**config.mk**
```make
export PLATFORM = sky130hd
export DESIGN_NAME = riscv_core_pipe_ctrl_gen
export DESIGN_NICKNAME = d
export VERILOG_FILES = /design/src/rtl/riscv_core_pipe_ctrl_pkg.sv /design/src/rtl/riscv_core_pipe_ctrl_flush_fsm.sv /design/src/rtl/riscv_core_pipe_ctrl_gen.sv
export SDC_FILE = /design/constraint.sdc
export NUM_CORES = 1
export LEC_CHECK = 0
export BUFFER_PORTS_ARGS = -buffer_cell sky130_fd_sc_hd__clkbuf_2
export CAP_MARGIN = 5
export CORE_MARGIN = 1
export CORE_UTILIZATION = 45
export DETAILED_ROUTE_END_ITERATION = 8
export GPL_TIMING_DRIVEN = 1
export HOLD_SLACK_MARGIN = 0.15
export PLACE_DENSITY = 0.72
export SLEW_MARGIN = 10
export SYNTH_ARGS = -nofsm -noshare
export SYNTH_HDL_FRONTEND = slang
export SYNTH_SLANG_ARGS = --single-unit
```
**constraint.sdc**
```tcl
create_clock -name CLK -period 1.4 [get_ports CLK]
set_input_delay 0.21 -clock CLK [delete_from_list [all_inputs] [get_ports CLK]]
set_output_delay 0.21 -clock CLK [all_outputs]
set_load 0.01 [all_outputs]
```
**src/rtl/riscv_core_pipe_ctrl_pkg.sv**
```systemverilog
// Shared types and defaults for the pipeline-control unit.
//   flush_state_e : flush sequencer states
//   DEF_*         : default parameter values
//   clog2_min1    : ceil(log2(n)) with a floor of 1, so index and counter widths never collapse to 0
package riscv_core_pipe_ctrl_pkg;

  typedef enum logic {
    IDLE = 1'b0,
    HOLD = 1'b1
  } flush_state_e;

  localparam int DEF_NUM_STAGES  = 5;
  localparam int DEF_AUTO_BUBBLE = 1;
  localparam int DEF_FLUSH_HOLD  = 2;
  localparam int DEF_WDOG_LIMIT  = 64;
  localparam int DEF_CNT_W       = 32;

  function automatic int clog2_min1(input int n);
    int r;
    r = $clog2(n);
    return (r < 1) ? 1 : r;
  endfunction

endpackage

```
**src/rtl/riscv_core_pipe_ctrl_flush_fsm.sv**
```systemverilog
// Flush sequencer: after a flush request, keeps stage 0 cleared for FLUSH_HOLD
// further cycles so that instructions already in flight from the fetch path are squashed.
// Ports:
//   CLK, RST     clock / asynchronous active-high reset
//   ACT          unit active; when low the sequencer is frozen
//   flush_req    flush pulse
//   stall0       effective stall of stage 0 (a stalled cycle does not consume hold time)
//   flush_busy   sequencer is in HOLD
//   hold_clear0  request to clear stage 0 this cycle
module riscv_core_pipe_ctrl_flush_fsm
  import riscv_core_pipe_ctrl_pkg::*;
#(
  parameter int FLUSH_HOLD = DEF_FLUSH_HOLD
) (
  input  logic CLK,
  input  logic RST,
  input  logic ACT,
  input  logic flush_req,
  input  logic stall0,
  output logic flush_busy,
  output logic hold_clear0
);

  localparam logic [3:0] HOLD_INIT = 4'(FLUSH_HOLD);

  flush_state_e state, state_nxt;
  logic [3:0]   cnt, cnt_nxt;

  always_ff @(posedge CLK or posedge RST) begin
    if (RST) begin
      state <= IDLE;
      cnt   <= 4'd0;
    end else begin
      state <= state_nxt;
      cnt   <= cnt_nxt;
    end
  end

  always_comb begin
    state_nxt = state;
    cnt_nxt   = cnt;
    case (state)
      IDLE: begin
        if (flush_req && ACT && (HOLD_INIT != 4'd0)) begin
          state_nxt = HOLD;
          cnt_nxt   = HOLD_INIT;
        end
      end
      HOLD: begin
        // A fresh flush restarts the shadow window; a stalled stage 0 means
        // its clear did not land, so that cycle does not count.
        if (ACT) begin
          if (flush_req) begin
            cnt_nxt = HOLD_INIT;
          end else if (!stall0) begin
            if (cnt == 4'd1) begin
              state_nxt = IDLE;
              cnt_nxt   = 4'd0;
            end else begin
              cnt_nxt = cnt - 4'd1;
            end
          end
        end
      end
      default: begin
        state_nxt = IDLE;
        cnt_nxt   = 4'd0;
      end
    endcase
  end

  assign flush_busy  = (state == HOLD);
  assign hold_clear0 = (state == HOLD);

endmodule

```
**src/rtl/riscv_core_pipe_ctrl_gen.sv**
```systemverilog
// Pipeline-control unit for an N-stage in-order core (stage 0 = IF ... N-1 = WB).
// Turns per-stage stall/clear requests into effective stall/clear strobes with
// backward stall propagation, optional bubble insertion and a flush sequencer;
// also keeps a stage-0 stall watchdog and a stall-cycle counter.
// Ports:
//   CLK, RST        clock / asynchronous active-high reset
//   ACT             unit active; 0 forces all stall/clear strobes low
//   stall_req       per-stage stall request
//   clear_req       per-stage clear request
//   flush_req       flush pulse (redirect)
//   flush_stage     highest stage index to flush (saturated to NUM_STAGES-1)
//   wdog_clr        clears stall_timeout and the watchdog count
//   pipe_stall      effective stall per stage (combinational)
//   pipe_clear      effective clear per stage (combinational)
//   flush_busy      flush sequencer in HOLD
//   stall_timeout   sticky watchdog flag
//   stall_cycles    number of cycles with pipe_stall[0]=1, wrapping
module riscv_core_pipe_ctrl_gen
  import riscv_core_pipe_ctrl_pkg::*;
#(
  parameter int NUM_STAGES  = DEF_NUM_STAGES,
  parameter int AUTO_BUBBLE = DEF_AUTO_BUBBLE,
  parameter int FLUSH_HOLD  = DEF_FLUSH_HOLD,
  parameter int WDOG_LIMIT  = DEF_WDOG_LIMIT,
  parameter int CNT_W       = DEF_CNT_W,
  localparam int SW         = clog2_min1(NUM_STAGES)
) (
  input  logic                  CLK,
  input  logic                  RST,
  input  logic                  ACT,
  input  logic [NUM_STAGES-1:0] stall_req,
  input  logic [NUM_STAGES-1:0] clear_req,
  input  logic                  flush_req,
  input  logic [SW-1:0]         flush_stage,
  input  logic                  wdog_clr,
  output logic [NUM_STAGES-1:0] pipe_stall,
  output logic [NUM_STAGES-1:0] pipe_clear,
  output logic                  flush_busy,
  output logic                  stall_timeout,
  output logic [CNT_W-1:0]      stall_cycles
);

  localparam int WDOG_W = clog2_min1(WDOG_LIMIT + 1);

  logic [NUM_STAGES-1:0] s;
  logic [NUM_STAGES-1:0] fc;
  logic [NUM_STAGES-1:0] b;
  logic                  hold_clear0;
  int                    fs_lim;
  logic [WDOG_W-1:0]     wdog_cnt;

  // Stall propagates backwards: a stalled stage holds every older stage too.
  always_comb begin
    s[NUM_STAGES-1] = stall_req[NUM_STAGES-1];
    for (int i = NUM_STAGES - 2; i >= 0; i--) begin
      s[i] = stall_req[i] | s[i+1];
    end
  end

  always_comb begin
    fs_lim = int'(flush_stage);
    if (fs_lim > NUM_STAGES - 1) fs_lim = NUM_STAGES - 1;
  end

  always_comb begin
    fc = '0;
    for (int i = 0; i < NUM_STAGES; i++) begin
      fc[i] = flush_req & ACT & (i <= fs_lim);
    end
    fc[0] = fc[0] | hold_clear0;
  end

  // Bubble: when stage i holds but i+1 moves on, i+1 must not re-execute its old content.
  always_comb begin
    b = '0;
    for (int i = 0; i < NUM_STAGES - 1; i++) begin
      b[i+1] = (AUTO_BUBBLE != 0) & s[i] & ~s[i+1];
    end
  end

  assign pipe_stall = ACT ? s : '0;
  assign pipe_clear = ACT ? (~s & (clear_req | fc | b)) : '0;

  riscv_core_pipe_ctrl_flush_fsm #(
    .FLUSH_HOLD (FLUSH_HOLD)
  ) u_flush_fsm (
    .CLK         (CLK),
    .RST         (RST),
    .ACT         (ACT),
    .flush_req   (flush_req),
    .stall0      (pipe_stall[0]),
    .flush_busy  (flush_busy),
    .hold_clear0 (hold_clear0)
  );

  // Watchdog: counts consecutive stage-0 stall cycles, saturating at the limit.
  always_ff @(posedge CLK or posedge RST) begin
    if (RST) begin
      wdog_cnt      <= '0;
      stall_timeout <= 1'b0;
    end else if (wdog_clr) begin
      wdog_cnt      <= '0;
      stall_timeout <= 1'b0;
    end else if (pipe_stall[0]) begin
      if (int'(wdog_cnt) < WDOG_LIMIT) begin
        wdog_cnt <= wdog_cnt + 1'b1;
        if (int'(wdog_cnt) + 1 == WDOG_LIMIT) stall_timeout <= 1'b1;
      end
    end else begin
      wdog_cnt <= '0;
    end
  end

  always_ff @(posedge CLK or posedge RST) begin
    if (RST) begin
      stall_cycles <= '0;
    end else begin
      stall_cycles <= stall_cycles + {{(CNT_W-1){1'b0}}, pipe_stall[0]};
    end
  end

endmodule

```
==> results of run 1 <==
==> state kept, by name, summed over array words and instances (netlist names) <==
name	cells
wdog_cnt	7
u_flush_fsm.cnt	4
stall_timeout	1
stall_cycles	32
u_flush_fsm.flush_busy	1
==> power by group through the flow <==
stage | Clock, W | Combinational [W] | Sequential (W)
4_1_cts | 0.000858 | 0.000951 | 0.00152
3_5_place_dp | 0 | 0.000871 | 0.00154
5_1_grt | 0.000921 | 0.00114 | 0.00156
6_report | 0.000855 | 0.00105 | 0.00155
2_1_floorplan | 0 | 0.000298 | 0.00163
3_3_place_gp | 0 | 0.000847 | 0.00153
==> cells by family after synthesis <==
| kind of cell | share of synthesized area (%) |
|---|---|
| muxes | 0.8980 |
| and+or+nand+nor | 24.35 |
| adders and majority gates | 2.641 |
| AOI/OAI and AO/OA | 7.079 |
| xor gates and xnor gates | 13.31 |
| buffers and inverters | 4.173 |
| DFF | 47.54 |
==> routing by layer <==
| metal | wire length, um | vias to the layer above |
|---|---|---|
| li1 | - | 1105 |
| met1 | 3045 | 1188 |
| met2 | 3894 | 54 |
| met3 | 195 | 11 |
| met4 | 111 | 0 |
| met5 | 0 | - |
==> through the flow <==
stage	hold WS [ns]	power [W]
after floorplan	0.2731	0.001924
after global placement	0.1885	0.002376
after detailed placement	0.1964	0.002408
after CTS	0.2687	0.003334
after global routing	0.3029	0.003620
final	0.2794	0.003455
==> what timing repair did <==
action / 4_1_cts / 5_1_grt
hold endpoints to repair: 13 / 0
setup buffers: 8 / 16
cloned: 0 / 1
endpoints found under the setup margin: 32 / 33
pin swaps: 9 / 41
hold buffers: 2 / 0
resized for setup: 25 / 60
==> worst register-to-register path, cell delays in order, from the launching register on <==
cell,delay (ns)
dfrtp_1,0.45
buf_4,0.17
a311oi_2,0.19
a31oi_1,0.06
or4_1,0.49
a21oi_2,0.13
==> cells in the final DEF, fill, tap and decap left out, types with 3 or more instances in the layout <==
| cell | instances |
|---|---|
| ha_4 | 3 |
| and3_1 | 6 |
| buf_12 | 3 |
| nor3_1 | 3 |
| clkbuf_2 | 56 |
| xnor2_2 | 3 |
| o21a_1 | 3 |
| nor4_4 | 5 |
| nand3_1 | 10 |
| a31oi_1 | 3 |
| nor3_4 | 6 |
| nor2_2 | 4 |
| nand2_1 | 11 |
| and2_1 | 3 |
| a21oi_2 | 3 |
| nor2_1 | 10 |
| xnor2_1 | 11 |
| and4_1 | 4 |
| xor2_1 | 22 |
| nor2_4 | 3 |
| dfrtp_2 | 6 |
| dfrtp_1 | 39 |
| nor3_2 | 6 |
| buf_6 | 19 |
| clkbuf_8 | 6 |
| nand4_1 | 5 |
| inv_1 | 12 |
| buf_4 | 66 |
==> area by class of cell <==
| cell class | instances | area share [%] |
|---|---|---|
| clock buffers | 7 | 2.184 |
| clock inverters | 1 | 0.1899 |
| inverters | 15 | 1.424 |
| multi-input cells | 164 | 38.01 |
| flip-flops and latches | 45 | 28.67 |
| well taps | 70 | 2.215 |
| repair buffers | 148 | 27.31 |
==> cell usage after synthesis, types with 2 or more instances <==
library cell	instances	area, sq um
xor2_1	22	192.7
o21a_1	3	22.52
nand2b_1	2	12.51
and2_1	4	25.02
nor2b_1	2	12.51
dfrtp_1	45	1126
o21ai_0	2	10.01
a311oi_1	2	17.52
nor4_2	2	25.02
clkbuf_1	4	15.01
nand3_1	13	65.06
nand4_1	5	31.28
buf_2	4	20.02
ha_1	5	62.56
nor3b_1	2	15.01
or2_2	2	12.51
nor4_1	5	31.28
nand2_1	12	45.04
a21oi_1	5	25.02
xnor2_1	14	122.6
nor2_1	17	63.81
and3_1	6	37.54
a31oi_1	3	18.77
nor3_1	15	75.07
and4_1	6	52.55
inv_1	15	56.30
==> worst paths after layout <==
check                      slack (ns)  depth (start not counted)                               end
setup / recovery                -0.15                          7    u_flush_fsm.cnt[2]$_DFFE_PP0P_
hold reg to reg                  0.49                          1        stall_cycles[31]$_DFF_PP0_
setup reg to reg                -0.14                          5         stall_timeout$_DFFE_PP0P_
min in group asynchronous        0.42                          3        stall_cycles[29]$_DFF_PP0_
max in group asynchronous        0.50                          4         stall_cycles[6]$_DFF_PP0_
hold / removal                   0.28                          2  u_flush_fsm.flush_busy$_DFF_PP0_
==> run_results.csv, run 1 <==
group,metric,value,unit
run_status,outcome,"complete, but fails checks",
run_status,violations,"setup timing",
worst_setup_path,critical_path.most_common_cell,"buf_6",
worst_setup_path,worstPathCellList,"buf_6 -> buf_6 -> or4b_4 -> buf_6 -> nor4b_4 -> a21oi_1 -> a31oi_1",
clocking,cts_buffer_depth,2,
worst_setup_path,critPathKind,"in -> reg",
floorplanning,floorplan.initialDensity,46.67,%
global_routing,antenna_found_initial,0,
timing,final.setup.worst_slack,-0.1543,ns
synth,syn_nets,256,
timing,clock_skew,0.01302,ns
clocking,clock_sinks,45,
cells_and_area,nFillCells,308,
detailed_routing,drt_wl_total,7247,um
worst_setup_path,path_buf_inv,3,
power,ir_worst_vdd,1.102,mV
floorplanning,fp.dieW,74.55,um
cells_and_area,layout-drive-gt1-share,56.58,%
global_routing,met3_usage,4.336,%
placed_design,dp_slack,-0.4359,ns
timing,min_period_over_period,111.0,%
cells_and_area,nNetsFinal,402,
cells_and_area,area_growth,66.93,%
worst_setup_path,endpoint_kind,"flop",
hold_path,hold_path_class,"in -> reg",
detailed_routing,num_vias,2358,
power,switching_share,31.14,%
synth,synth.distinct_cells,42,
cells_and_area,seq_area,1134,sq um
placed_design,gp_congestion,0.8136,
detailed_routing,dr.pass1.iters,4,
timing,hold_viol,0,
global_routing,grt_max_degree,24,
cells_and_area,num_antenna_cells,0,
placed_design,io_buffers,61,
clocking,cts_tree,"yes",
worst_setup_path,cp-startpoint,"stall_req[3]",
synth,syn_inst,233,
clocking,cts_max_level,2,
worst_setup_path,r2r_start,"wdog_cnt[0]$_DFFE_PP0P_",
clocking,insertion_delay,0.30,ns
detailed_routing,wl_per_cell,16.10,um
global_routing,grt.busiest_layer,"met2",
synth,synth_edf_count,0,
global_routing,grt_pass1_vias,2155,
worst_setup_path,worstPathRequired,1.61,ns
global_routing,grt_pass1_wl,9804,um
clocking,numCtsBuffers,5,
power,p_sw,0.001076,W
global_routing,use_met2,40.14,%
power,power.internal,0.002379,W
worst_setup_path,crit_family,"simple AND/OR/NAND/NOR gates",
global_routing,gr-usage-all-layers,23.45,%
detailed_routing,drt_iter0_markers,122,
power,p_seq_share,44.9,%
timing,setup_viol,27,
timing,max_slew_margin,62.42,%
cells_and_area,instances_no_fill,450,
clocking,path_clk_slew,0.08,ns
detailed_routing,ant_nets,0,
floorplanning,die_h,74.55,um
global_routing,grt_overflow,0,
floorplanning,die_area,5558,sq um
placed_design,dp_hpwl,4349,um
power,p_clk_share,24.7,%
power,power.density,873.9,nW/um^2
worst_setup_path,critPathSlowestCell,"or4b_4",
timing,tightest_slew,0.5603,ns
worst_setup_path,critPathMaxFanout,3,
synth,synthFlopType,"dfrtp_1",
detailed_routing,post-route-drc-count,0,
worst_setup_path,cpPeakStageDelay,0.57,ns
clocking,cts-root-buf,"clkbuf_8",
floorplanning,num_rows,26,
timing,fmax,643.4,MHz
synth,ys_seq_area_share,47.54,%
synth,syn_area,2369,sq um
synth,ys_ff_latch,45,
placed_design,dpl_cell_area,3287,sq um
detailed_routing,viasPerCell,5.240,
cells_and_area,multi_input_area,1503,sq um
cells_and_area,fin_area,3954,sq um
timing,drv_slew,0,
power,p_comb_share,30.4,%
timing,period_needed,1.554,ns
hold_path,min-delay-start,"flush_req",
placed_design,place_inst,416,
floorplanning,io_pins,62,
floorplanning,core_region_area,5075,sq um
timing,rsz0062_at_grt,"true",
synth,ys_warn_count,0,
synth,async_flop_share,100.0,%
power,leakagePower,2.025,nW
job,maxCapViolations,0,
synth,syn_area_per_cell,10.17,sq um
cells_and_area,post-route-util,77.91,%
worst_setup_path,worstPathArrival,1.77,ns
global_routing,grtUsageMet1,30.33,%
worst_setup_path,start_kind,"input pin",
timing,fin_setup_tns,-2.355,ns
(Power assumes the default switching activity.)
==> run 2, diff against run 1 <==
--- a/config.mk
+++ b/config.mk
@@ -13,6 +13,7 @@
 export GPL_TIMING_DRIVEN = 1
 export HOLD_SLACK_MARGIN = 0.15
 export PLACE_DENSITY = 0.72
+export SKIP_CTS_REPAIR_TIMING = 1
 export SLEW_MARGIN = 10
 export SYNTH_ARGS = -nofsm -noshare
 export SYNTH_HDL_FRONTEND = slang
==> run_results.csv, run 2 (same netlist as run 1, synthesis figures left out) <==
group,metric,value,unit
timing,drv_slew,0,
timing,clock_skew,0.01489,ns
clocking,cts-root-buf,"clkbuf_8",
placed_design,gp_congestion,0.8136,
floorplanning,die_area,5558,sq um
power,leakagePower,1.972,nW
cells_and_area,regMostFlops,"stall_cycles",
detailed_routing,viasPerCell,5.274,
cells_and_area,post-route-util,75.59,%
global_routing,gr-usage-all-layers,21.92,%
cells_and_area,largest_reg_flops,32,
global_routing,grt_pass1_wl,9190,um
detailed_routing,dr.pass1.iters,4,
detailed_routing,num_vias,2331,
worst_setup_path,critPathKind,"reg -> reg",
floorplanning,fp.dieW,74.55,um
worst_setup_path,start_kind,"flop",
clocking,insertion_delay,0.30,ns
timing,fin_setup_tns,-1.901,ns
clocking,numCtsBuffers,5,
clocking,cts_buffer_depth,2,
floorplanning,die_h,74.55,um
timing,rsz0062_at_grt,"true",
run_status,outcome,"complete, but fails checks",
global_routing,grt_max_degree,24,
cells_and_area,largestRegisters,"stall_cycles (32), wdog_cnt (7), u_flush_fsm.cnt (4)",
power,ir_worst_vdd,1.033,mV
timing,hold_viol,0,
worst_setup_path,worstPathArrival,1.78,ns
detailed_routing,ant_nets,0,
global_routing,antenna_found_initial,0,
timing,tightest_slew,0.5705,ns
floorplanning,io_pins,62,
power,power.density,889.5,nW/um^2
timing,max_slew_margin,61.73,%
worst_setup_path,critPathMaxFanout,5,
floorplanning,core_region_area,5075,sq um
placed_design,dp_slack,-0.4359,ns
clocking,cts_tree,"yes",
cells_and_area,num_antenna_cells,0,
floorplanning,floorplan.initialDensity,46.67,%
clocking,clock_sinks,45,
global_routing,grt_overflow,0,
worst_setup_path,worstPathRequired,1.62,ns
timing,setup_viol,24,
timing,fmax,641.7,MHz
worst_setup_path,endpoint_kind,"flop",
timing,min_period_over_period,111.3,%
placed_design,place_inst,416,
floorplanning,num_rows,26,
job,maxCapViolations,0,
cells_and_area,nNetsFinal,394,
detailed_routing,drt_iter0_markers,158,
cells_and_area,final_common_cell,"buf_4",
cells_and_area,layout.cells.most_common_list,"buf_4, clkbuf_2, dfrtp_1, xor2_1, buf_6",
timing,final.setup.worst_slack,-0.1584,ns
placed_design,io_buffers,61,
placed_design,dp_hpwl,4349,um
cells_and_area,area_growth,61.97,%
timing,period_needed,1.558,ns
detailed_routing,drt_wl_total,7220,um
clocking,cts_max_level,2,
run_status,violations,"setup timing",
detailed_routing,post-route-drc-count,0,
hold_path,hold_path_class,"in -> reg",
global_routing,grt_pass1_vias,2097,
cells_and_area,instances_no_fill,442,
detailed_routing,wl_per_cell,16.33,um
cells_and_area,layout-drive-gt1-share,54.30,%
clocking,path_clk_slew,0.09,ns
## run 2: final timing paths
kind	startpoint	end	slack [ns]	cells after the start
worst max-delay path	stall_cycles[2]$_DFF_PP0_	stall_cycles[31]$_DFF_PP0_	-0.16	4
worst min-delay path	flush_req	u_flush_fsm.flush_busy$_DFF_PP0_	0.29	2
worst max register to register	stall_cycles[2]$_DFF_PP0_	stall_cycles[31]$_DFF_PP0_	-0.16	4
worst min register to register	stall_cycles[31]$_DFF_PP0_	stall_cycles[31]$_DFF_PP0_	0.49	1
max in group asynchronous	RST	stall_cycles[17]$_DFF_PP0_	0.49	4
min in group asynchronous	RST	stall_cycles[11]$_DFF_PP0_	0.42	3
## run 2: final cells by class
class	count	area [sq um]
well taps	70	87.58
multi-input cells	164	1469
flip-flops and latches	45	1132
clock buffers	7	86.33
fillers	329	1239
clock inverters	1	7.507
inverters	15	56.30
repair buffers	140	997.2
## run 2: critical path, cell delays in order, from the launching register on
cell     delay, ns
dfrtp_2       0.37
and4_4        0.30
nand4_1       0.25
nor4_2        0.37
xor2_1        0.18
## run 2: layer usage
| layer | vias up | wire (um) | track usage (%) |
|---|---|---|---|
| met1 | 1139 | 2857 | 28.16 |
| li1 | 1089 | - | - |
| met3 | 22 | 264 | 4.336 |
| met5 | - | 0 | 0 |
| met4 | 0 | 233 | 6.918 |
| met2 | 81 | 3864 | 37.24 |
## run 2: stage by stage
step	hold WS, ns	area, sq um	total power (W)
4_1_cts	-0.1274	3381	0.003248
6_report	0.2901	3836	0.003412
2_1_floorplan	0.2731	2464	0.001924
3_3_place_gp	0.1885	3287	0.002376
5_1_grt	0.3029	3836	0.003558
3_5_place_dp	0.1964	3287	0.002408
## run 2: power by group
group / internal, W / switching [W] / leakage [nW] / total, W
Combinational: 0.000515 / 0.000492 / 1.36 / 0.00101
Sequential: 0.00142 / 0.000121 / 0.568 / 0.00154
Clock: 0.000402 / 0.000461 / 0.0445 / 0.000863
Total: 0.00234 / 0.00107 / 1.97 / 0.00341
